`src/rtl/n2t_dmux16_stream.sv`:
```
// Ready/valid 1-to-2 demultiplexer for 16-bit words. Each output channel has
// its own 2-deep FIFO and a delivered-word counter.

module n2t_dmux16_fifo2 (
    input  logic        clk,
    input  logic        reset,
    input  logic        push,
    input  logic [15:0] push_data,
    input  logic        pop_ready,
    output logic        out_valid,
    output logic [15:0] out_data,
    output logic [1:0]  level,
    output logic        popped
);

    logic [15:0] slot0_q, slot0_d;
    logic [15:0] slot1_q, slot1_d;
    logic [1:0]  level_q, level_d;
    logic        pop_s;

    assign pop_s     = (level_q != 2'd0) && pop_ready;
    assign out_valid = (level_q != 2'd0);
    assign out_data  = slot0_q;
    assign level     = level_q;
    assign popped    = pop_s;

    // slot0 is always the head, so a pop shifts slot1 forward
    always_comb begin
        slot0_d = slot0_q;
        slot1_d = slot1_q;
        level_d = level_q;
        case ({push, pop_s})
            2'b01: begin
                slot0_d = slot1_q;
                level_d = level_q - 2'd1;
            end
            2'b10: begin
                if (level_q == 2'd0) begin
                    slot0_d = push_data;
                end else begin
                    slot1_d = push_data;
                end
                level_d = level_q + 2'd1;
            end
            2'b11: begin
                if (level_q == 2'd1) begin
                    slot0_d = push_data;
                end else begin
                    slot0_d = slot1_q;
                    slot1_d = push_data;
                end
            end
            default: begin
                level_d = level_q;
            end
        endcase
    end

    // FIFO storage and fill level
    always_ff @(posedge clk) begin
        if (reset) begin
            slot0_q <= 16'h0000;
            slot1_q <= 16'h0000;
            level_q <= 2'd0;
        end else begin
            slot0_q <= slot0_d;
            slot1_q <= slot1_d;
            level_q <= level_d;
        end
    end

endmodule

module n2t_dmux16_stream (
    input  logic        clk,
    input  logic        reset,
    input  logic        in_valid,
    output logic        in_ready,
    input  logic [15:0] in_data,
    input  logic        in_sel,
    output logic        a_valid,
    input  logic        a_ready,
    output logic [15:0] a_data,
    output logic        b_valid,
    input  logic        b_ready,
    output logic [15:0] b_data,
    output logic [15:0] a_count,
    output logic [15:0] b_count
);

    logic [1:0]  a_level_s, b_level_s;
    logic        a_push_s, b_push_s;
    logic        a_pop_s, b_pop_s;
    logic [15:0] a_count_q, a_count_d;
    logic [15:0] b_count_q, b_count_d;

    // Readiness comes only from registered levels, never from the consumers
    assign in_ready = in_sel ? (b_level_s != 2'd2) : (a_level_s != 2'd2);
    assign a_push_s = in_valid && in_ready && !in_sel;
    assign b_push_s = in_valid && in_ready &&  in_sel;

    n2t_dmux16_fifo2 u_fifo_a (
        .clk       (clk),
        .reset     (reset),
        .push      (a_push_s),
        .push_data (in_data),
        .pop_ready (a_ready),
        .out_valid (a_valid),
        .out_data  (a_data),
        .level     (a_level_s),
        .popped    (a_pop_s)
    );

    n2t_dmux16_fifo2 u_fifo_b (
        .clk       (clk),
        .reset     (reset),
        .push      (b_push_s),
        .push_data (in_data),
        .pop_ready (b_ready),
        .out_valid (b_valid),
        .out_data  (b_data),
        .level     (b_level_s),
        .popped    (b_pop_s)
    );

    // Delivered-word counters, wrapping naturally at 16 bits
    always_comb begin
        a_count_d = a_count_q;
        b_count_d = b_count_q;
        if (a_pop_s) begin
            a_count_d = a_count_q + 16'd1;
        end else begin
            a_count_d = a_count_q;
        end
        if (b_pop_s) begin
            b_count_d = b_count_q + 16'd1;
        end else begin
            b_count_d = b_count_q;
        end
    end

    // Counter registers
    always_ff @(posedge clk) begin
        if (reset) begin
            a_count_q <= 16'h0000;
            b_count_q <= 16'h0000;
        end else begin
            a_count_q <= a_count_d;
            b_count_q <= b_count_d;
        end
    end

    assign a_count = a_count_q;
    assign b_count = b_count_q;

endmodule

```
`config.mk`:
```
export PLATFORM = sky130hd
export DESIGN_NAME = n2t_dmux16_stream
export DESIGN_NICKNAME = d
export VERILOG_FILES = /design/src/rtl/n2t_dmux16_stream.sv
export SDC_FILE = /design/constraint.sdc
export NUM_CORES = 1
export LEC_CHECK = 0
export CAP_MARGIN = 20
export CORE_ASPECT_RATIO = 1.5
export CORE_UTILIZATION = 55
export CTS_CLUSTER_DIAMETER = 60
export DETAILED_ROUTE_END_ITERATION = 6
export PLACE_DENSITY = 0.81
export RECOVER_POWER = 25
export SKIP_CTS_REPAIR_TIMING = 1
export SYNTH_ARGS = -nofsm -noshare
export SYNTH_HDL_FRONTEND = slang
export SYNTH_SLANG_ARGS = --single-unit
```
`constraint.sdc`:
```
create_clock -name clk -period 4.93 [get_ports clk]
set_input_delay 0.986 -clock clk [delete_from_list [all_inputs] [get_ports clk]]
set_output_delay 0.986 -clock clk [all_outputs]
set_load 0.05 [all_outputs]
```
==> report_table.html <==
<table>
<tr><th>Metric</th><th>Value</th></tr>
<tr><th colspan="2">Routing</th></tr>
<tr><td>Post-Route WL</td><td>roughly 9500 um</td></tr>
<tr><td>Antenna Violating Nets Remaining</td><td>0</td></tr>
<tr><td>Average wire per cell in the routed design</td><td>~15 um</td></tr>
<tr><td>Total number of vias</td><td>3616</td></tr>
<tr><td>Drt pass-1 iters</td><td>4</td></tr>
<tr><td>Per-cell via count in the routed design</td><td>5.67</td></tr>
<tr><td>Residual DRC</td><td>0</td></tr>
<tr><td>Initial DRC count</td><td>162</td></tr>
<tr><th colspan="2">Yosys</th></tr>
<tr><td>Flops &amp; latches, synth</td><td>100</td></tr>
<tr><td>Parity-gate share of the synthesized area counting xor and xnor cells</td><td>0.0530</td></tr>
<tr><td>Flip-flop cell with the highest count after synthesis</td><td>dfxtp_1</td></tr>
<tr><td>Cell variety after synth</td><td>between 40 and 50</td></tr>
<tr><td>Share of the yosys chip area belonging to registers</td><td>0.466</td></tr>
<tr><td>Multiplexer share of the synthesized area</td><td>0.0894</td></tr>
<tr><td>Dominant combinational cell family by area after synthesis</td><td>simple AND/OR/NAND/NOR gates</td></tr>
<tr><td>Cell count after synthesis</td><td>around 460</td></tr>
<tr><td>Area of the mapped netlist</td><td>4300 um^2</td></tr>
<tr><td>Simple-Gate Fraction of Synth Area</td><td>0.201</td></tr>
<tr><td>Async set-reset flop share out of synthesis</td><td>0</td></tr>
<tr><td>Number of synthesized flops with an enable pin</td><td>0</td></tr>
<tr><td>Synth Area in Adders</td><td>0.0291</td></tr>
<tr><td>Synth Net Count</td><td>between 400 and 500</td></tr>
<tr><td>Number of warning messages in the yosys log</td><td>0</td></tr>
<tr><td>Complex-gate fraction of the synthesized area</td><td>0.120</td></tr>
<tr><td>Mapped Avg Cell Area</td><td>9.44 um^2</td></tr>
<tr><th colspan="2">Min path</th></tr>
<tr><td>Launch instance of the worst min-delay path</td><td>u_fifo_a.out_data[1]</td></tr>
<tr><td>Number of cells on the worst hold path</td><td>2</td></tr>
<tr><td>Endpoint, Worst Hold</td><td>u_fifo_a.out_data[1]</td></tr>
<tr><td>Hold crit path type</td><td>reg2reg</td></tr>
<tr><th colspan="2">Global routing</th></tr>
<tr><td>Global Route met2 Usage</td><td>0.427</td></tr>
<tr><td>Largest net degree at the start of global routing</td><td>38</td></tr>
<tr><td>Highest-utilization routing layer at the global route stage</td><td>met2</td></tr>
<tr><td>Number of antenna violations at the first check in global routing</td><td>0</td></tr>
<tr><td>Global-route track usage on met1</td><td>0.291</td></tr>
<tr><td>Combined global-route utilization of all metal layers</td><td>0.245</td></tr>
<tr><td>Vias in the first global route</td><td>roughly 3300</td></tr>
<tr><td>Overflow after GRT</td><td>0</td></tr>
<tr><td>Global-route wire length before repair</td><td>15300 um</td></tr>
<tr><td>GR Util met3</td><td>0.0509</td></tr>
<tr><th colspan="2">Cells and area</th></tr>
<tr><td>Count of nets after finishing</td><td>roughly 560</td></tr>
<tr><td>Total inserted antenna cells</td><td>0</td></tr>
<tr><td>Layout cells sized above 1</td><td>0.0560</td></tr>
<tr><td>Number of filler cells placed in the layout</td><td>between 600 and 700</td></tr>
<tr><td>Area Growth Syn to Fin</td><td>28.7%</td></tr>
<tr><td>Post-route cell area</td><td>around 5500 um^2</td></tr>
<tr><th colspan="2">STA</th></tr>
<tr><td>Count of endpoints failing hold in the final timing report</td><td>0</td></tr>
<tr><td>Worst hold slack after final layout</td><td>slightly below 500 ps</td></tr>
<tr><td>Post-route minimum period</td><td>about 3700 ps</td></tr>
<tr><td>RSZ-0062 raised after global routing</td><td>no</td></tr>
<tr><td>Setup violators final</td><td>0</td></tr>
<tr><td>Worst Skew</td><td>about 6.1 ps</td></tr>
<tr><td>Number of slew-limit violations in the final report</td><td>35</td></tr>
<tr><td>Final TNS setup</td><td>0 ps</td></tr>
<tr><td>Slew at the pin with the worst max-slew slack</td><td>~1500 ps</td></tr>
<tr><td>Minimum setup slack in the final design</td><td>1270 ps</td></tr>
<tr><td>Maximum clock rate</td><td>around 0.27 GHz</td></tr>
<tr><td>Rel. slew slack</td><td>-0.00757</td></tr>
<tr><td>Tcrit/Tclk final</td><td>0.741</td></tr>
<tr><th colspan="2">Worst setup path</th></tr>
<tr><td>Flop2flop setup slack</td><td>between 2000 and 2500 ps</td></tr>
<tr><td>Largest stage delay on the critical path</td><td>around 830 ps</td></tr>
<tr><td>Reg-to-reg critical path endpoint</td><td>u_fifo_a.out_data[2]</td></tr>
<tr><td>Arrival time of the worst setup path</td><td>2670 ps</td></tr>
<tr><td>Library cell appearing most often on the critical path</td><td>clkdlybuf4s50_1</td></tr>
<tr><td>Startpoint type of the worst setup path</td><td>primary input</td></tr>
<tr><td>WS Path Type</td><td>in2out</td></tr>
<tr><td>CP Max Fanout</td><td>5</td></tr>
<tr><td>Library cell contributing the largest single delay on the critical path</td><td>clkdlybuf4s50_1</td></tr>
<tr><td>Required time worst endpoint</td><td>between 3000 and 4000 ps</td></tr>
<tr><td>Kind of capture point of the worst setup path</td><td>output pin</td></tr>
<tr><td>Worst Reg2Reg Path Length in Cells</td><td>9</td></tr>
<tr><td>R2r startpoint</td><td>u_fifo_a.level[0]</td></tr>
<tr><td>List of cells traversed by the critical path</td><td>clkdlybuf4s50_1, nor2_1, a31oi_1, clkdlybuf4s50_1</td></tr>
<tr><th colspan="2">Pwr</th></tr>
<tr><td>Total power density per cell area</td><td>around 550 nW/um^2</td></tr>
<tr><td>Leakage power</td><td>~2.3 nW</td></tr>
<tr><td>Maximum vdd drop</td><td>~0.34 mV</td></tr>
<tr><td>Overall power</td><td>3.03 mW</td></tr>
<tr><th colspan="2">Clock tree</th></tr>
<tr><td>TritonCTS clock tree</td><td>yes</td></tr>
<tr><td>Maximum number of buffers from clock root to sink</td><td>2</td></tr>
<tr><td>CTS root buffer</td><td>clkbuf_16</td></tr>
<tr><td>Clock transition at the registers of the reported paths</td><td>around 60 ps</td></tr>
<tr><td>TritonCTS Sinks</td><td>100</td></tr>
<tr><td>H-tree level count</td><td>3</td></tr>
<tr><td>Total clock buffers created by CTS</td><td>9</td></tr>
<tr><td>Source-to-sink clock delay at the later pin of the worst-skew pair</td><td>between 300 and 400 ps</td></tr>
<tr><th colspan="2">Floorplan</th></tr>
<tr><td>Starting utilization of the core area</td><td>0.564</td></tr>
<tr><td>I/O pin count</td><td>89</td></tr>
<tr><td>Total core area</td><td>7610 um^2</td></tr>
<tr><td>Standard-cell rows</td><td>39</td></tr>
<tr><td>Die width</td><td>~74 um</td></tr>
<tr><td>Area enclosed by the die boundary</td><td>a little over 8000 um^2</td></tr>
<tr><td>Die span in y</td><td>between 100 and 150 um</td></tr>
<tr><th colspan="2">Place</th></tr>
<tr><td>Gpl congestion</td><td>about 0.75</td></tr>
<tr><td>Number of I/O port buffers</td><td>a little under 90</td></tr>
<tr><td>Area post-placement</td><td>a little over 5000 um^2</td></tr>
<tr><td>Post-placement setup slack</td><td>around 1300 ps</td></tr>
<tr><td>Detailed placement HPWL</td><td>6490 um</td></tr>
<tr><th colspan="2">Run</th></tr>
<tr><td>Number of violations of the max-capacitance limit</td><td>1</td></tr>
<tr><th colspan="2">Run status</th></tr>
<tr><td>Violated checks</td><td>capacitance limit, slew limit</td></tr>
<tr><td>Status</td><td>complete, but fails checks</td></tr>
</table>
cell usage in the layout (no fill, tap or decap), types with 2 or more instances in the layout:
cell             synthesis  layout
dfxtp_1                100     100
nor2_1                  99      99
clkdlybuf4s50_1          0      78
mux2i_1                 35      35
xor2_1                  21      21
nor3_1                  18      18
a22oi_1                 17      17
a211oi_1                16      16
a221oi_1                16      16
nand4_1                 10      11
nand2_1                 10      10
ha_1                    10      10
inv_1                    9       9
clkbuf_16                0       9
dlygate4sd3_1            0       9
a21oi_1                  7       7
nand3_1                  7       7
nor2b_1                  5       5
and3_1                   5       5
xnor2_1                  5       5
o21ai_0                  5       5
or3_1                    5       5
nand2b_1                 3       3
and4_1                   3       3
mux2_2                   3       3
clkbuf_1                 8       3
and2_1                   2       2
and4b_1                  1       2
clkinvlp_4               0       2
bufinv_16                0       2
buf_4                    5       2
cell families (layout without fill, tap and decap cells):
family	after synthesis	in the layout
flip-flops	100	100
adder cells (fa/ha/maj)	10	10
AND/OR/NAND/NOR	177	177
XOR/XNOR	26	26
multiplexers	38	38
buffers and inverters	37	118
AO/OA/AOI/OAI	67	67
metal layers:
| metal | wire length (um) | share of wire |
|---|---|---|
| met2 | 4890 | 0.51 |
| met1 | 4010 | 0.42 |
| met3 | 400 | 0.042 |
| met5 | 0 | 0 |
| met4 | 228 | 0.024 |
stage by stage:
step / util / std cells
global route: 0.726 / 638
detailed placement: 0.682 / 621
CTS: 0.724 / 637
global placement: 0.680 / 620
floorplan: - / 455
finish: 0.726 / 638
report_power, final:
| group | switching, mW | internal, mW |
|---|---|---|
| combinational | 0.801 | 0.445 |
| sequential | 0.0904 | 0.948 |
| clock | 0.302 | 0.445 |
how the worst max path moves through the flow:
| stage | cells past startpoint | start | endpoint |
|---|---|---|---|
| floorplan | 2 | in_sel | in_ready |
| global placement | 4 | in_sel | in_ready |
| detailed placement | 4 | in_sel | in_ready |
| CTS | 4 | in_sel | in_ready |
| global route | 4 | reset | a_count[9] |
| finish | 4 | in_sel | in_ready |
registers in the layout, indices dropped and copies added (netlist names):
name	flops
u_fifo_b.level	2
a_count	16
u_fifo_a.out_data	16
u_fifo_a.level	2
u_fifo_b.slot1_q	16
u_fifo_b.out_data	16
b_count	16
u_fifo_a.slot1_q	16
cells in the mapped netlist, drive strengths merged, types with 3 or more instances:
master | count | area (um^2)
dfxtp | 100 | 2000
nor2 | 99 | 372
mux2i | 35 | 350
xor2 | 21 | 184
buf | 19 | 111
nor3 | 18 | 90.1
a22oi | 17 | 128
a211oi | 16 | 120
a221oi | 16 | 140
nand4 | 12 | 96.3
ha | 10 | 125
nand2 | 10 | 37.5
clkbuf | 9 | 35.0
inv | 9 | 33.8
nand3 | 8 | 45.0
a21oi | 7 | 35.0
nor2b | 6 | 45.0
and3 | 5 | 31.3
o21ai | 5 | 25.0
or3 | 5 | 31.3
xnor2 | 5 | 43.8
nand2b | 4 | 27.5
and4 | 3 | 26.3
and4b | 3 | 32.5
mux2 | 3 | 33.8
critical path, delay by kind of cell:
kind / cells / cell delay (ps)
compound gates: 1 / 170
buf+inv: 2 / 1430
simple gates: 1 / 90
layout make-up:
type	instances	area, um^2	share of cell area
clock inverter	6	88.8	0.0161
multi-input combinational	318	2110	0.381
inverter	9	33.8	0.00611
clock buffer	10	229	0.0414
sequential	100	2000	0.362
tap	102	128	0.0231
timing repair buffer	93	941	0.170
Note: power is estimated with default switching activity, not from simulation.
